--- src/rtl/serdes_channel_rst.sv ---
// serdes_channel_rst: per-channel GT TX/RX reset sequencer with timeout retry and CDR-loss restart
module serdes_rst_fsm #(
  parameter int C_RST_PULSE_CYC = 16,
  parameter int C_WAIT_DONE_CYC = 200000,
  parameter int C_CDR_LOSS_CYC = 1024,
  parameter bit C_IS_RX = 1'b0
) (
  input  logic       I_clk,
  input  logic       I_rst,
  input  logic       I_pll_ready,
  input  logic       I_force,
  input  logic       I_userclk_s,
  input  logic       I_resetdone_s,
  input  logic       I_cdrlock_s,
  output logic       O_gtreset,
  output logic       O_userrdy,
  output logic       O_done,
  output logic [2:0] O_state,
  output logic [7:0] O_retry_cnt
);
  typedef enum logic [2:0] {IDLE, ASSERT_RST, WAIT_USRCLK, USERRDY, DONE} state_e;
  localparam logic [23:0] PULSE_LAST = 24'(C_RST_PULSE_CYC - 1);
  localparam logic [23:0] WAIT_LAST = 24'(C_WAIT_DONE_CYC - 1);
  localparam logic [23:0] CDR_LAST = 24'(C_CDR_LOSS_CYC - 1);
  state_e state_q, state_d;
  logic [23:0] tmr_q, tmr_d;
  logic [7:0] retry_q, retry_d;
  logic gtreset_q, gtreset_d, userrdy_q, userrdy_d, done_q, done_d;
  logic fault, cdr_loss;
  assign cdr_loss = C_IS_RX && !I_cdrlock_s;
  always_comb begin
    state_d = state_q;
    tmr_d = tmr_q;
    fault = 1'b0;
    case (state_q)
      IDLE: state_d = I_pll_ready ? ASSERT_RST : IDLE;
      ASSERT_RST: begin
        if (tmr_q == '0) state_d = WAIT_USRCLK;
        else tmr_d = tmr_q - 24'd1;
      end
      WAIT_USRCLK: state_d = I_userclk_s ? USERRDY : WAIT_USRCLK;
      USERRDY: begin
        if (I_resetdone_s) state_d = DONE;
        else if (tmr_q == WAIT_LAST) begin
          state_d = ASSERT_RST;
          fault = 1'b1;
        end else tmr_d = tmr_q + 24'd1;
      end
      DONE: begin
        if (cdr_loss && tmr_q == CDR_LAST) begin
          state_d = ASSERT_RST;
          fault = 1'b1;
        end else if (!I_resetdone_s) state_d = ASSERT_RST;
        else tmr_d = cdr_loss ? tmr_q + 24'd1 : '0;
      end
      default: state_d = IDLE;
    endcase
    if (I_force) state_d = ASSERT_RST;
    if (!I_pll_ready || state_q > DONE) state_d = IDLE;
    if (state_d != state_q || (I_force && state_d == ASSERT_RST)) tmr_d = state_d == ASSERT_RST ? PULSE_LAST : '0;
    retry_d = retry_q + {7'd0, fault && I_pll_ready && !I_force && retry_q != 8'hff};
    gtreset_d = state_d == IDLE || state_d == ASSERT_RST;
    userrdy_d = state_d == USERRDY || state_d == DONE;
    done_d = state_d == DONE;
  end
  always_ff @(posedge I_clk) begin
    if (I_rst) begin
      state_q <= IDLE;
      tmr_q <= '0;
      retry_q <= '0;
      gtreset_q <= 1'b1;
      userrdy_q <= 1'b0;
      done_q <= 1'b0;
    end else begin
      state_q <= state_d;
      tmr_q <= tmr_d;
      retry_q <= retry_d;
      gtreset_q <= gtreset_d;
      userrdy_q <= userrdy_d;
      done_q <= done_d;
    end
  end
  assign O_gtreset = gtreset_q;
  assign O_userrdy = userrdy_q;
  assign O_done = done_q;
  assign O_state = state_q;
  assign O_retry_cnt = retry_q;
endmodule

module serdes_channel_rst #(
  parameter int C_RST_PULSE_CYC = 16,
  parameter int C_WAIT_DONE_CYC = 200000,
  parameter int C_CDR_LOSS_CYC = 1024
) (
  input  logic       I_clk,
  input  logic       I_rst,
  input  logic       I_qpll_lock,
  input  logic       I_qpll_resetdone,
  input  logic       I_force_txreset,
  input  logic       I_force_rxreset,
  input  logic       I_userclk_active,
  input  logic       I_txresetdone,
  input  logic       I_rxresetdone,
  input  logic       I_rxcdrlock,
  output logic       O_gttxreset,
  output logic       O_txuserrdy,
  output logic       O_gtrxreset,
  output logic       O_rxuserrdy,
  output logic [2:0] O_tx_rst_state,
  output logic [2:0] O_rx_rst_state,
  output logic       O_txresetdone,
  output logic       O_rxresetdone,
  output logic [7:0] O_tx_retry_cnt,
  output logic [7:0] O_rx_retry_cnt
);
  logic [4:0] meta_q, sync_q, sync_d;
  logic qpll_lock_s, userclk_active_s, txresetdone_s, rxresetdone_s, rxcdrlock_s, pll_ready;
  assign sync_d = {I_qpll_lock, I_userclk_active, I_txresetdone, I_rxresetdone, I_rxcdrlock};
  always_ff @(posedge I_clk) begin
    if (I_rst) begin
      meta_q <= '0;
      sync_q <= '0;
    end else begin
      meta_q <= sync_d;
      sync_q <= meta_q;
    end
  end
  assign {qpll_lock_s, userclk_active_s, txresetdone_s, rxresetdone_s, rxcdrlock_s} = sync_q;
  assign pll_ready = qpll_lock_s & I_qpll_resetdone;
  serdes_rst_fsm #(
    .C_RST_PULSE_CYC(C_RST_PULSE_CYC),
    .C_WAIT_DONE_CYC(C_WAIT_DONE_CYC),
    .C_CDR_LOSS_CYC(C_CDR_LOSS_CYC),
    .C_IS_RX(1'b0)
  ) u_tx (
    .I_clk(I_clk),
    .I_rst(I_rst),
    .I_pll_ready(pll_ready),
    .I_force(I_force_txreset),
    .I_userclk_s(userclk_active_s),
    .I_resetdone_s(txresetdone_s),
    .I_cdrlock_s(1'b1),
    .O_gtreset(O_gttxreset),
    .O_userrdy(O_txuserrdy),
    .O_done(O_txresetdone),
    .O_state(O_tx_rst_state),
    .O_retry_cnt(O_tx_retry_cnt)
  );
  serdes_rst_fsm #(
    .C_RST_PULSE_CYC(C_RST_PULSE_CYC),
    .C_WAIT_DONE_CYC(C_WAIT_DONE_CYC),
    .C_CDR_LOSS_CYC(C_CDR_LOSS_CYC),
    .C_IS_RX(1'b1)
  ) u_rx (
    .I_clk(I_clk),
    .I_rst(I_rst),
    .I_pll_ready(pll_ready),
    .I_force(I_force_rxreset),
    .I_userclk_s(userclk_active_s),
    .I_resetdone_s(rxresetdone_s),
    .I_cdrlock_s(rxcdrlock_s),
    .O_gtreset(O_gtrxreset),
    .O_userrdy(O_rxuserrdy),
    .O_done(O_rxresetdone),
    .O_state(O_rx_rst_state),
    .O_retry_cnt(O_rx_retry_cnt)
  );
endmodule

--- config.mk ---
export PLATFORM = sky130hd
export DESIGN_NAME = serdes_channel_rst
export DESIGN_NICKNAME = d
export VERILOG_FILES = /design/src/rtl/serdes_channel_rst.sv
export SDC_FILE = /design/constraint.sdc
export NUM_CORES = 1
export LEC_CHECK = 0
export ABC_AREA = 0
export BUFFER_PORTS_ARGS = -buffer_cell sky130_fd_sc_hd__buf_4
export CAP_MARGIN = 20
export CORE_MARGIN = 2
export CORE_UTILIZATION = 66
export CTS_CLUSTER_DIAMETER = 50
export DETAILED_ROUTE_END_ITERATION = 12
export GPL_ROUTABILITY_DRIVEN = 0
export GPL_TIMING_DRIVEN = 0
export PLACE_DENSITY = 0.86
export SYNTH_ARGS = -nofsm -noshare
export SYNTH_HDL_FRONTEND = slang
export SYNTH_SLANG_ARGS = --single-unit
--- constraint.sdc ---
create_clock -name I_clk -period 8.3 [get_ports I_clk]
set_input_delay 0.415 -clock I_clk [delete_from_list [all_inputs] [get_ports I_clk]]
set_output_delay 0.415 -clock I_clk [all_outputs]
set_load 0.01 [all_outputs]
## After elaboration in Yosys (flattened, before gate mapping)

Cells that the tools add are included.

| word-level totals | value |
|---|---|
| register bits after elaboration | 86 |
| input port bits | 10 |
| logic and storage cells | 124 |

| operators by class | value |
|---|---|
| add/subtract/negate cells | 6 |
| order comparisons | 2 |
| equality and inequality tests | 30 |
| multiplexer cells | 40 |
| bitwise logic cells | 1 |
| reduce and logical (&&, ||, !) cells | 31 |

Operators with widths:

| kind | number |
|---|---|
| $mux 24 | 12 |
| $pmux 24 s3 | 2 |
| $add 24x1->24 const B | 2 |
| $eq 24x18->1 const B | 2 |
| $logic_not 24->1 | 2 |
| $sub 24x1->24 const B | 2 |
| $mux 3 | 13 |
| $pmux 3 s5 | 2 |
| $eq 24x10->1 const B | 1 |
| $eq 3x2->1 const B | 6 |
| $add 8x1->8 | 2 |
| $ne 8x8->1 const B | 2 |
| $ne 3x3->1 const B | 5 |
| $eq 3x1->1 const B | 4 |
| $eq 3x3->1 const B | 4 |
| $logic_not 3->1 | 4 |
| $ne 3x2->1 const B | 4 |
| $logic_and 1x1->1 | 9 |
| $logic_or 1x1->1 | 8 |
| $mux 1 | 8 |
| $mux 4 | 2 |
| $reduce_bool 4->1 | 2 |
| $gt 3x3->1 const B | 2 |
| $ne 3x3->1 | 2 |
| 5 further kinds | 8 |

## Logic depth before layout (Yosys ltp)

Gate-level depths: netlist of run 1.

| logic depth | value |
|---|---|
| depth after elaboration | 11 |
| mapped depth | 14 |
| gate-level depth less buffers | 13 |

## Hierarchy

A second synthesis of run 1 with hierarchy kept.

| second synthesis, totals | value |
|---|---|
| cells, all modules | 770 |
| area, all modules | 5949.5 um2 |

By module, submodules not included:

| module | instances | cells each | area an instance (um2) |
|---|---|---|---|
| serdes_rst_fsm at u_rx | 1 | 407 | 2902.8 |
| serdes_rst_fsm at u_tx | 1 | 341 | 2773.9 |
| serdes_channel_rst | 1 | 22 | 272.8 |

## Least setup slack after synthesis of run 1

OpenSTA, ideal clock, no wires.

| path | value |
|---|---|
| path type | register to register |
| start | register u_tx.state_q[2], in the netlist u_tx.O_state[2] |
| end | register u_tx.tmr_q[16] |
| library setup time | 0.117 ns |
| data arrival time | 3.627 ns |
| data required time | 8.183 ns |
| slack | 4.555 ns |
| stages on the path, launching flop included | 15 |
| buffers on the path | 2 |
| cells stage by stage | dfxtp_1 clkbuf_1 nor2_1 nand2_1 clkbuf_1 inv_1 fa_1 nor2b_1 o2111ai_1 a21boi_0 o311ai_0 a31oi_1 o21ai_0 a21o_1 a32o_1 |

| on the way | value |
|---|---|
| longest elaborated chain between the ends | 10 |
| elaborated cells on any way between the ends | 26 |

Ends and longest elaborated chain:

| element | line | RTL |
|---|---|---|
| from (decl) | 25 | `state_e state_q, state_d;` |
| from (signal assigned) | 75 | `state_q <= state_d;` |
| $mux 3 | 44 | `else if (tmr_q == WAIT_LAST) begin` |
| $mux 3 | 43 | `if (I_resetdone_s) state_d = DONE;` |
| $pmux 3 s5 | 35 | `case (state_q)` |
| $mux 3 | 58 | `if (I_force) state_d = ASSERT_RST;` |
| $mux 3 | 59 | `if (!I_pll_ready \|\| state_q > DONE) state_d = IDLE;` |
| $eq 3x1->1 | 60 | `if (state_d != state_q \|\| (I_force && state_d == ASSERT_RST)) tmr_d = state_d == ASSERT_RST ? PULSE_LAST : '0;` |
| $logic_and 1x1->1 | 60 |  |
| $logic_or 1x1->1 | 60 |  |
| $ne 3x3->1 (no line), or another cell as far along | n/a |  |
| $reduce_and 5->1 (no line) | n/a |  |
| to (signal assigned) | 76 | `tmr_q <= tmr_d;` |
| to (decl) | 26 | `logic [23:0] tmr_q, tmr_d;` |

Parallel ways exist; a longest one is shown, timed or not.
A chain may end at the register's enable or synchronous reset.

## Worst setup path after layout of run 1

Ends and elaborated chain as after synthesis.

==> key figures, run 1 <==
Timing
  • Final Hold Viols: 0
  • Fmax: 238 MHz
  • Setup TNS: 0 ns
  • Final setup violation count: 0
  • Fin crit share: 50.7%
  • Max_slew headroom: 30.2%
  • Final Slew Violations: 0
  • Final Skew: 0.0125 ns
  • Worst Tran Pin Value: 1.03 ns
  • RSZ-0062 raised after global routing: false
  • Min cycle time layout: 4.21 ns

Routing
  • DRT antenna net count: 0
  • Routed vias/inst: 6.67
  • Routed WL: 15.9 mm
  • Via count: 6,026
  • DR iter-0 viols: 465
  • Residual DRC: 0
  • Wire per inst: 17.6 µm
  • Detailed Routing Iterations Pass 1: 5

Clock tree
  • Inserted Clock Buffers: 9
  • Sink Count: 86
  • Cts hold-fix bufs: 0
  • Post-CTS Setup Bufs: 0
  • Clock latency on the worst-skew pair: 0.38 ns
  • Clk slew on worst S/H paths: 0.11 ns
  • Cts repair resizes: 0
  • Root Driver: clkbuf_8
  • H-tree levels: 3
  • Longest Clk Path Bufs: 2
  • CTS tree: yes

Floorplan
  • Die height: 97.9 µm
  • Total I/O pin count: 38
  • Core area: 8640 µm²
  • Starting Density: 67.4%
  • Cell Rows: 34
  • Area of the die: 9580 µm²
  • Die X: 97.9 µm

Power and ir drop
  • Seq pwr share: 44.9%
  • P_int: 0.634 mW
  • Clock power frac: 31.8%
  • Pwr Density: 149 nW/µm²
  • P_leak: 2.58 nW
  • Sw Ratio: 33.7%
  • Combinational power share: 23.3%
  • Worst VDD drop: 0.123 mV
  • Psw: 0.322 mW

Synth
  • Mean Syn Cell Area: 7.85 µm²
  • Leading area contributor after synthesis: dfxtp_1
  • Post-Syn Instances: 741
  • Top post-synthesis cells by area: dfxtp_1, ha_1, nor2_1, a21oi_1, nand2_1
  • Post-synth top cells: dfxtp_1, nor2_1, a21oi_1, nand2_1, o21ai_0
  • Register area share after synthesis: 29.6%
  • Post-synthesis register bit count: 86
  • Ys async rst share: 0%
  • Mapped Area: 5820 µm²
  • Post-synth EDFFs: 0
  • Synth Flop Type: dfxtp_1
  • Synth top area share: 29.6%
  • Count leader, synth: dfxtp_1
  • Synth unique cells: 78
  • Yosys warnings: 0
  • Syn_nets: 781

Critical path
  • CP top delay family: compound AO/OA/AOI/OAI gates
  • WP data arrival: 4.48 ns
  • Critical-path cell list: clkbuf_1 > nor2_1 > nand2_1 > clkbuf_1 > inv_1 > fa_1 > nor2b_1 > o2111ai_1 > a21boi_0 > o311ai_0 > a31oi_1 > o21ai_0 > a21o_1 > a32o_1
  • Worst Setup EP: u_tx.tmr_q[16]
  • CP dominant cell by count: clkbuf_1
  • Startpoint types: register
  • Setup slack, reg-to-reg: 4.09 ns
  • Worst Reg-to-Reg Cells: 14
  • Critical R2R Launch: u_tx.O_state[2]
  • Critical Path Fanout Max: 14
  • Worst path max stage delay: 0.57 ns
  • Worst reg2reg endpoint: u_tx.tmr_q[16]
  • Crit Path Category: reg -> reg
  • CP Data Required Time: 8.57 ns
  • Buf/Inv on CP: 3
  • Highest-delay cell along the critical path: clkbuf_1
  • Critical Path End Type: register
  • Worst path depth: 14
  • Critical path origin: u_tx.O_state[2]

GRT
  • Antenna violations before repair: 0
  • Largest net degree at the start of global routing: 19
  • Vias in the first global route: 5,609
  • Total track usage: 32.1%
  • Gr ovfl total: 0
  • Wire length of the first global-routing pass: 25.8 mm

Hold path
  • Hold Path Class: in -> reg
  • Worst hold start: I_txresetdone

Placement
  • Cell area after placement: 6240 µm²
  • Input/output buffers: 37
  • Detailed placement HPWL: 11.5 mm

Job
  • # Max-Cap Violations: 0

Cells and area
  • Synthesis-to-finish area growth: 10.7%
  • Final instance area: 6440 µm²
  • Diode count: 0
  • Net count, final: 831
  • Share of cells above drive strength 1: 10.2%

Outcome
  • Status: finished clean
==> layer usage <==
metal / up-vias / track usage [%] / wire (µm)
met2: 319 / 55.0 / 7740
met1: 2780 / 40.3 / 6310
met4: 0 / 12.9 / 453
li1: 2876 / - / -
met5: - / 0 / 0
met3: 51 / 5.44 / 1410
==> state kept, by name, indices dropped and copies added (netlist names) <==
register / count
u_rx.O_userrdy: 1
u_rx.O_state: 3
sync_q: 5
u_tx.O_userrdy: 1
u_tx.tmr_q: 24
u_tx.O_gtreset: 1
u_tx.O_retry_cnt: 8
u_rx.tmr_q: 24
u_tx.O_state: 3
u_tx.O_done: 1
meta_q: 5
u_rx.O_gtreset: 1
u_rx.O_retry_cnt: 8
u_rx.O_done: 1
==> worst min path at each step <==
stage,slack [ns],cells past startpoint,end
after global routing,0.24,2,meta_q[4]
after floorplan,0.41,1,sync_q[0]
after global placement,0.42,1,sync_q[0]
after CTS,0.23,2,meta_q[2]
final,0.24,2,meta_q[2]
after detailed placement,0.43,1,sync_q[4]
==> cells in the final DEF (no fill, tap or decap), types with 27 or more instances in the layout <==
cell type	instances
nand2_1	51
nand3_1	31
a21oi_1	51
buf_4	37
nor3_1	27
nor2_1	79
dfxtp_1	86
o21ai_0	37
ha_1	29
clkbuf_1	32
==> power by group through the flow <==
stage / combinational [mW] / clock [mW] / sequential [mW]
4_1_cts: 0.218 / 0.304 / 0.429
6_report: 0.223 / 0.304 / 0.429
2_1_floorplan: 0.173 / 0 / 0.436
5_1_grt: 0.244 / 0.320 / 0.430
3_3_place_gp: 0.209 / 0 / 0.438
3_5_place_dp: 0.216 / 0 / 0.438
==> worst register-to-register path, cell delays in order, from the launching register on <==
cell,delay [ns]
dfxtp_1,0.38
clkbuf_1,0.34
nor2_1,0.11
nand2_1,0.10
clkbuf_1,0.57
inv_1,0.15
fa_1,0.40
nor2b_1,0.21
o2111ai_1,0.15
a21boi_0,0.50
o311ai_0,0.32
a31oi_1,0.29
o21ai_0,0.14
a21o_1,0.19
a32o_1,0.24
==> area by class of cell <==
cell class                 count  area (µm²)
sequential                    86        1720
tap                          108         135
timing repair buffer          39         298
inverter                      24        90.1
fill                         670        2200
buffer                        43         183
clock inverter                 7        63.8
clock buffer                   9         124
multi-input combinational    588        3820
==> metrics by stage <==
| stage | power, mW | cells | util, % | setup WS, ns | hold slack [ns] |
|---|---|---|---|---|---|
| 6_report | 0.956 | 904 | 74.5 | 4.09 | 0.236 |
| 5_1_grt | 0.994 | 904 | 74.5 | 3.76 | 0.239 |
| 4_1_cts | 0.951 | 903 | 74.5 | 4.09 | 0.227 |
| 3_5_place_dp | 0.655 | 887 | 72.3 | 4.15 | 0.428 |
| 3_3_place_gp | 0.647 | 886 | 72.1 | 3.81 | 0.417 |
| 2_1_floorplan | 0.609 | 741 | - | 4.56 | 0.414 |
==> kinds of logic (layout without fill, tap and decap cells) <==
kind of cell             count (synthesis)  in the layout  share of synthesized area, %
flip-flops                              86             86                          29.6
AO/OA/AOI/OAI                          226            226                          27.0
multiplexers                             2              2                         0.366
AND/OR/NAND/NOR                        300            300                          27.2
adder cells (fa/ha/maj)                 30             30                          6.58
XOR/XNOR                                30             30                          4.52
buffers and inverters                   67            122                          4.69
(Power assumes the default switching activity.)
==> run 2, diff against run 1 <==
- CORE_UTILIZATION: 66 -> 62
- PLACE_DENSITY: 0.86 -> 0.81
- clock period: 8.3 -> 4.2 ns (I/O delays scaled with it)
==> run 2 against run 1 <==
Compared with the run above: combinational power is 99% higher; final area is 0.64% higher; non-clock buffer count is 1 lower; total power is 100% higher; critical path depth is 1 lower; sequential share of layout area is 0.17 points lower; clock skew is 0.0037 ns higher; die area is 6.2% higher; via count is 0.30% lower; wire length is 1.2% lower; clock power is 120% higher; critical path type unchanged; largest cell class unchanged; largest power group unchanged.
==> key figures, run 2 (synthesis gave the netlist of run 1 again) <==
Cells and area
  • Commonest non-fill, non-tap cells in the layout: dfxtp_1, nor2_1, a21oi_1, nand2_1
  • Share of cells above drive strength 1: 10.3% (+0.14 points)
  • Diode count: 0 (unchanged)
  • Synthesis-to-finish area growth: 11.4%
  • Top Registers: u_rx.tmr_q x24, u_tx.tmr_q x24
  • Net count, final: 830 (-0.12%)
  • Final instance area: 6480 µm² (+0.64%)
  • # fillers: 746 (+11%)
  • Most common cell after layout, fill and taps aside: dfxtp_1
  • Post-Layout Cell Count: 906 (+0.22%)

Timing
  • Final Hold Viols: 0 (unchanged)
  • Final Slew Violations: 0 (unchanged)
  • Final Skew: 0.0161 ns (+0.00367 ns)
  • Fin crit share: 91.0% (+40 points)
  • RSZ-0062 raised after global routing: false
  • Max_slew headroom: 34.7% (+4.5 points)
  • Fmax: 262 MHz (+10%)
  • Final setup violation count: 0 (unchanged)
  • Min cycle time layout: 3.82 ns (-0.385 ns)
  • Worst Tran Pin Value: 0.967 ns (-0.0662 ns)

Routing
  • Routed vias/inst: 6.63 (-0.52%)
  • Via count: 6,008 (-0.30%)
  • Residual DRC: 0 (unchanged)
  • Detailed Routing Iterations Pass 1: 7 (+2)
  • Routed WL: 15.7 mm (-1.2%)
  • DRT antenna net count: 0 (unchanged)
  • DR iter-0 viols: 531 (+14%)
  • Wire per inst: 17.3 µm (-1.4%)

Power and ir drop
  • Pwr Density: 302 nW/µm² (+100%)
  • P_leak: 2.59 nW (+0.60%)
  • Worst VDD drop: 0.230 mV (+87%)
  • Overall Power: 1.96 mW (+100%)

Clock tree
  • Inserted Clock Buffers: 9 (unchanged)
  • CTS tree: yes
  • Sink Count: 86 (unchanged)
  • Longest Clk Path Bufs: 2 (unchanged)
  • Clk slew on worst S/H paths: 0.09 ns (-0.02 ns)
  • Clock latency on the worst-skew pair: 0.36 ns (-0.02 ns)
  • Root Driver: clkbuf_8
  • H-tree levels: 3 (unchanged)
  • Cts hold-fix bufs: 0 (unchanged)

Critical path
  • Startpoint types: register
  • Crit Path Category: reg -> reg
  • Critical Path End Type: register
  • Critical Path Fanout Max: 19 (+5)
  • WP data arrival: 4.08 ns (-0.40 ns)
  • CP Data Required Time: 4.45 ns (-4.12 ns)

Floorplan
  • Core area: 9150 µm² (+6.0%)
  • Area of the die: 10,200 µm² (+6.2%)
  • Total I/O pin count: 38 (unchanged)
  • Cell Rows: 35 (+2.9%)
  • Die X: 101 µm (+3.0%)
  • Die height: 101 µm (+3.0%)
  • Starting Density: 63.6% (-3.8 points)

GRT
  • Total track usage: 31.8% (-0.32 points)
  • Vias in the first global route: 5,641 (+0.57%)
  • Antenna violations before repair: 0 (unchanged)
  • Largest net degree at the start of global routing: 20 (+1)
  • Gr ovfl total: 0 (unchanged)
  • Wire length of the first global-routing pass: 26.4 mm (+2.2%)

Placement
  • Input/output buffers: 37 (unchanged)
  • DP Cell Count: 890 (+0.34%)
  • Cell area after placement: 6250 µm² (about the same)
  • Detailed placement HPWL: 11.2 mm (-2.2%)

Job
  • # Max-Cap Violations: 0 (unchanged)

Hold path
  • Hold Path Class: in -> reg

Outcome
  • Status: finished clean
==> run 2: cell types whose count changed in the layout (fill, tap and decap cells not counted), sizes merged <==
cell / delta
inv: -2
bufinv: +2
buf: -1
==> run 2: power by group <==
part | switching [mW] | internal, mW | leakage, nW
registers | 0.0158 | 0.832 | 0.696
clock network | 0.326 | 0.343 | 0.111
logic | 0.253 | 0.190 | 1.79
total | 0.595 | 1.36 | 2.59
==> run 2: layer usage <==
metal  routed length, µm  up-vias  track usage [%]
li1                    -     2874                -
met1                7030     2794             45.1
met3                1260       43             4.85
met5                   0        -                0
met2                7140      297             50.0
met4                 291        0             9.48
==> run 2: metrics by stage <==
step           utilization (%)  setup WS, ns  TNS [ns]  hold slack, ns
2_1_floorplan                -         0.455         0           0.313
3_3_place_gp              68.1        -0.346    -0.655           0.418
3_5_place_dp              68.3       -0.0987   -0.0987           0.425
4_1_cts                   70.7         0.108         0          0.0559
5_1_grt                   70.8        0.0259         0          0.0621
6_report                  70.8         0.378         0          0.0648
==> run 2: final timing paths <==
path / cells after the start / endpoint / start / slack [ns]
max: 13 / u_tx.tmr_q[16] / u_tx.O_state[0] / 0.38
min: 2 / meta_q[0] / I_rxcdrlock / 0.06
max reg2reg: 13 / u_tx.tmr_q[16] / u_tx.O_state[0] / 0.38
min reg2reg: 1 / sync_q[0] / meta_q[0] / 0.43
==> run 2: final cells by class <==
type,count,area (µm²),share of cell area (%)
tap,111,139,2.14
inverter,24,90.1,1.39
buffer,42,179,2.76
multi-input combinational,588,3820,59.0
clock buffer,9,124,1.91
timing repair buffer,39,298,4.60
sequential,86,1720,26.6
clock inverter,7,103,1.58
==> run 2: timing repair <==
action	4_1_cts	5_1_grt
setup endpoints to repair	1	3
buffers inserted	0	0
gates resized for setup	0	2
==> run 2: worst max-delay path, cell delays in order (launching register included) <==
cell	delay, ns
dfxtp_1	0.50
inv_1	0.19
nor2_1	0.19
nand2_2	0.28
buf_8	0.27
ha_1	0.32
nor2b_1	0.17
o2111ai_1	0.26
a21boi_1	0.18
o311ai_0	0.56
a31oi_1	0.19
o21ai_0	0.25
nand3_1	0.11
a32o_1	0.25
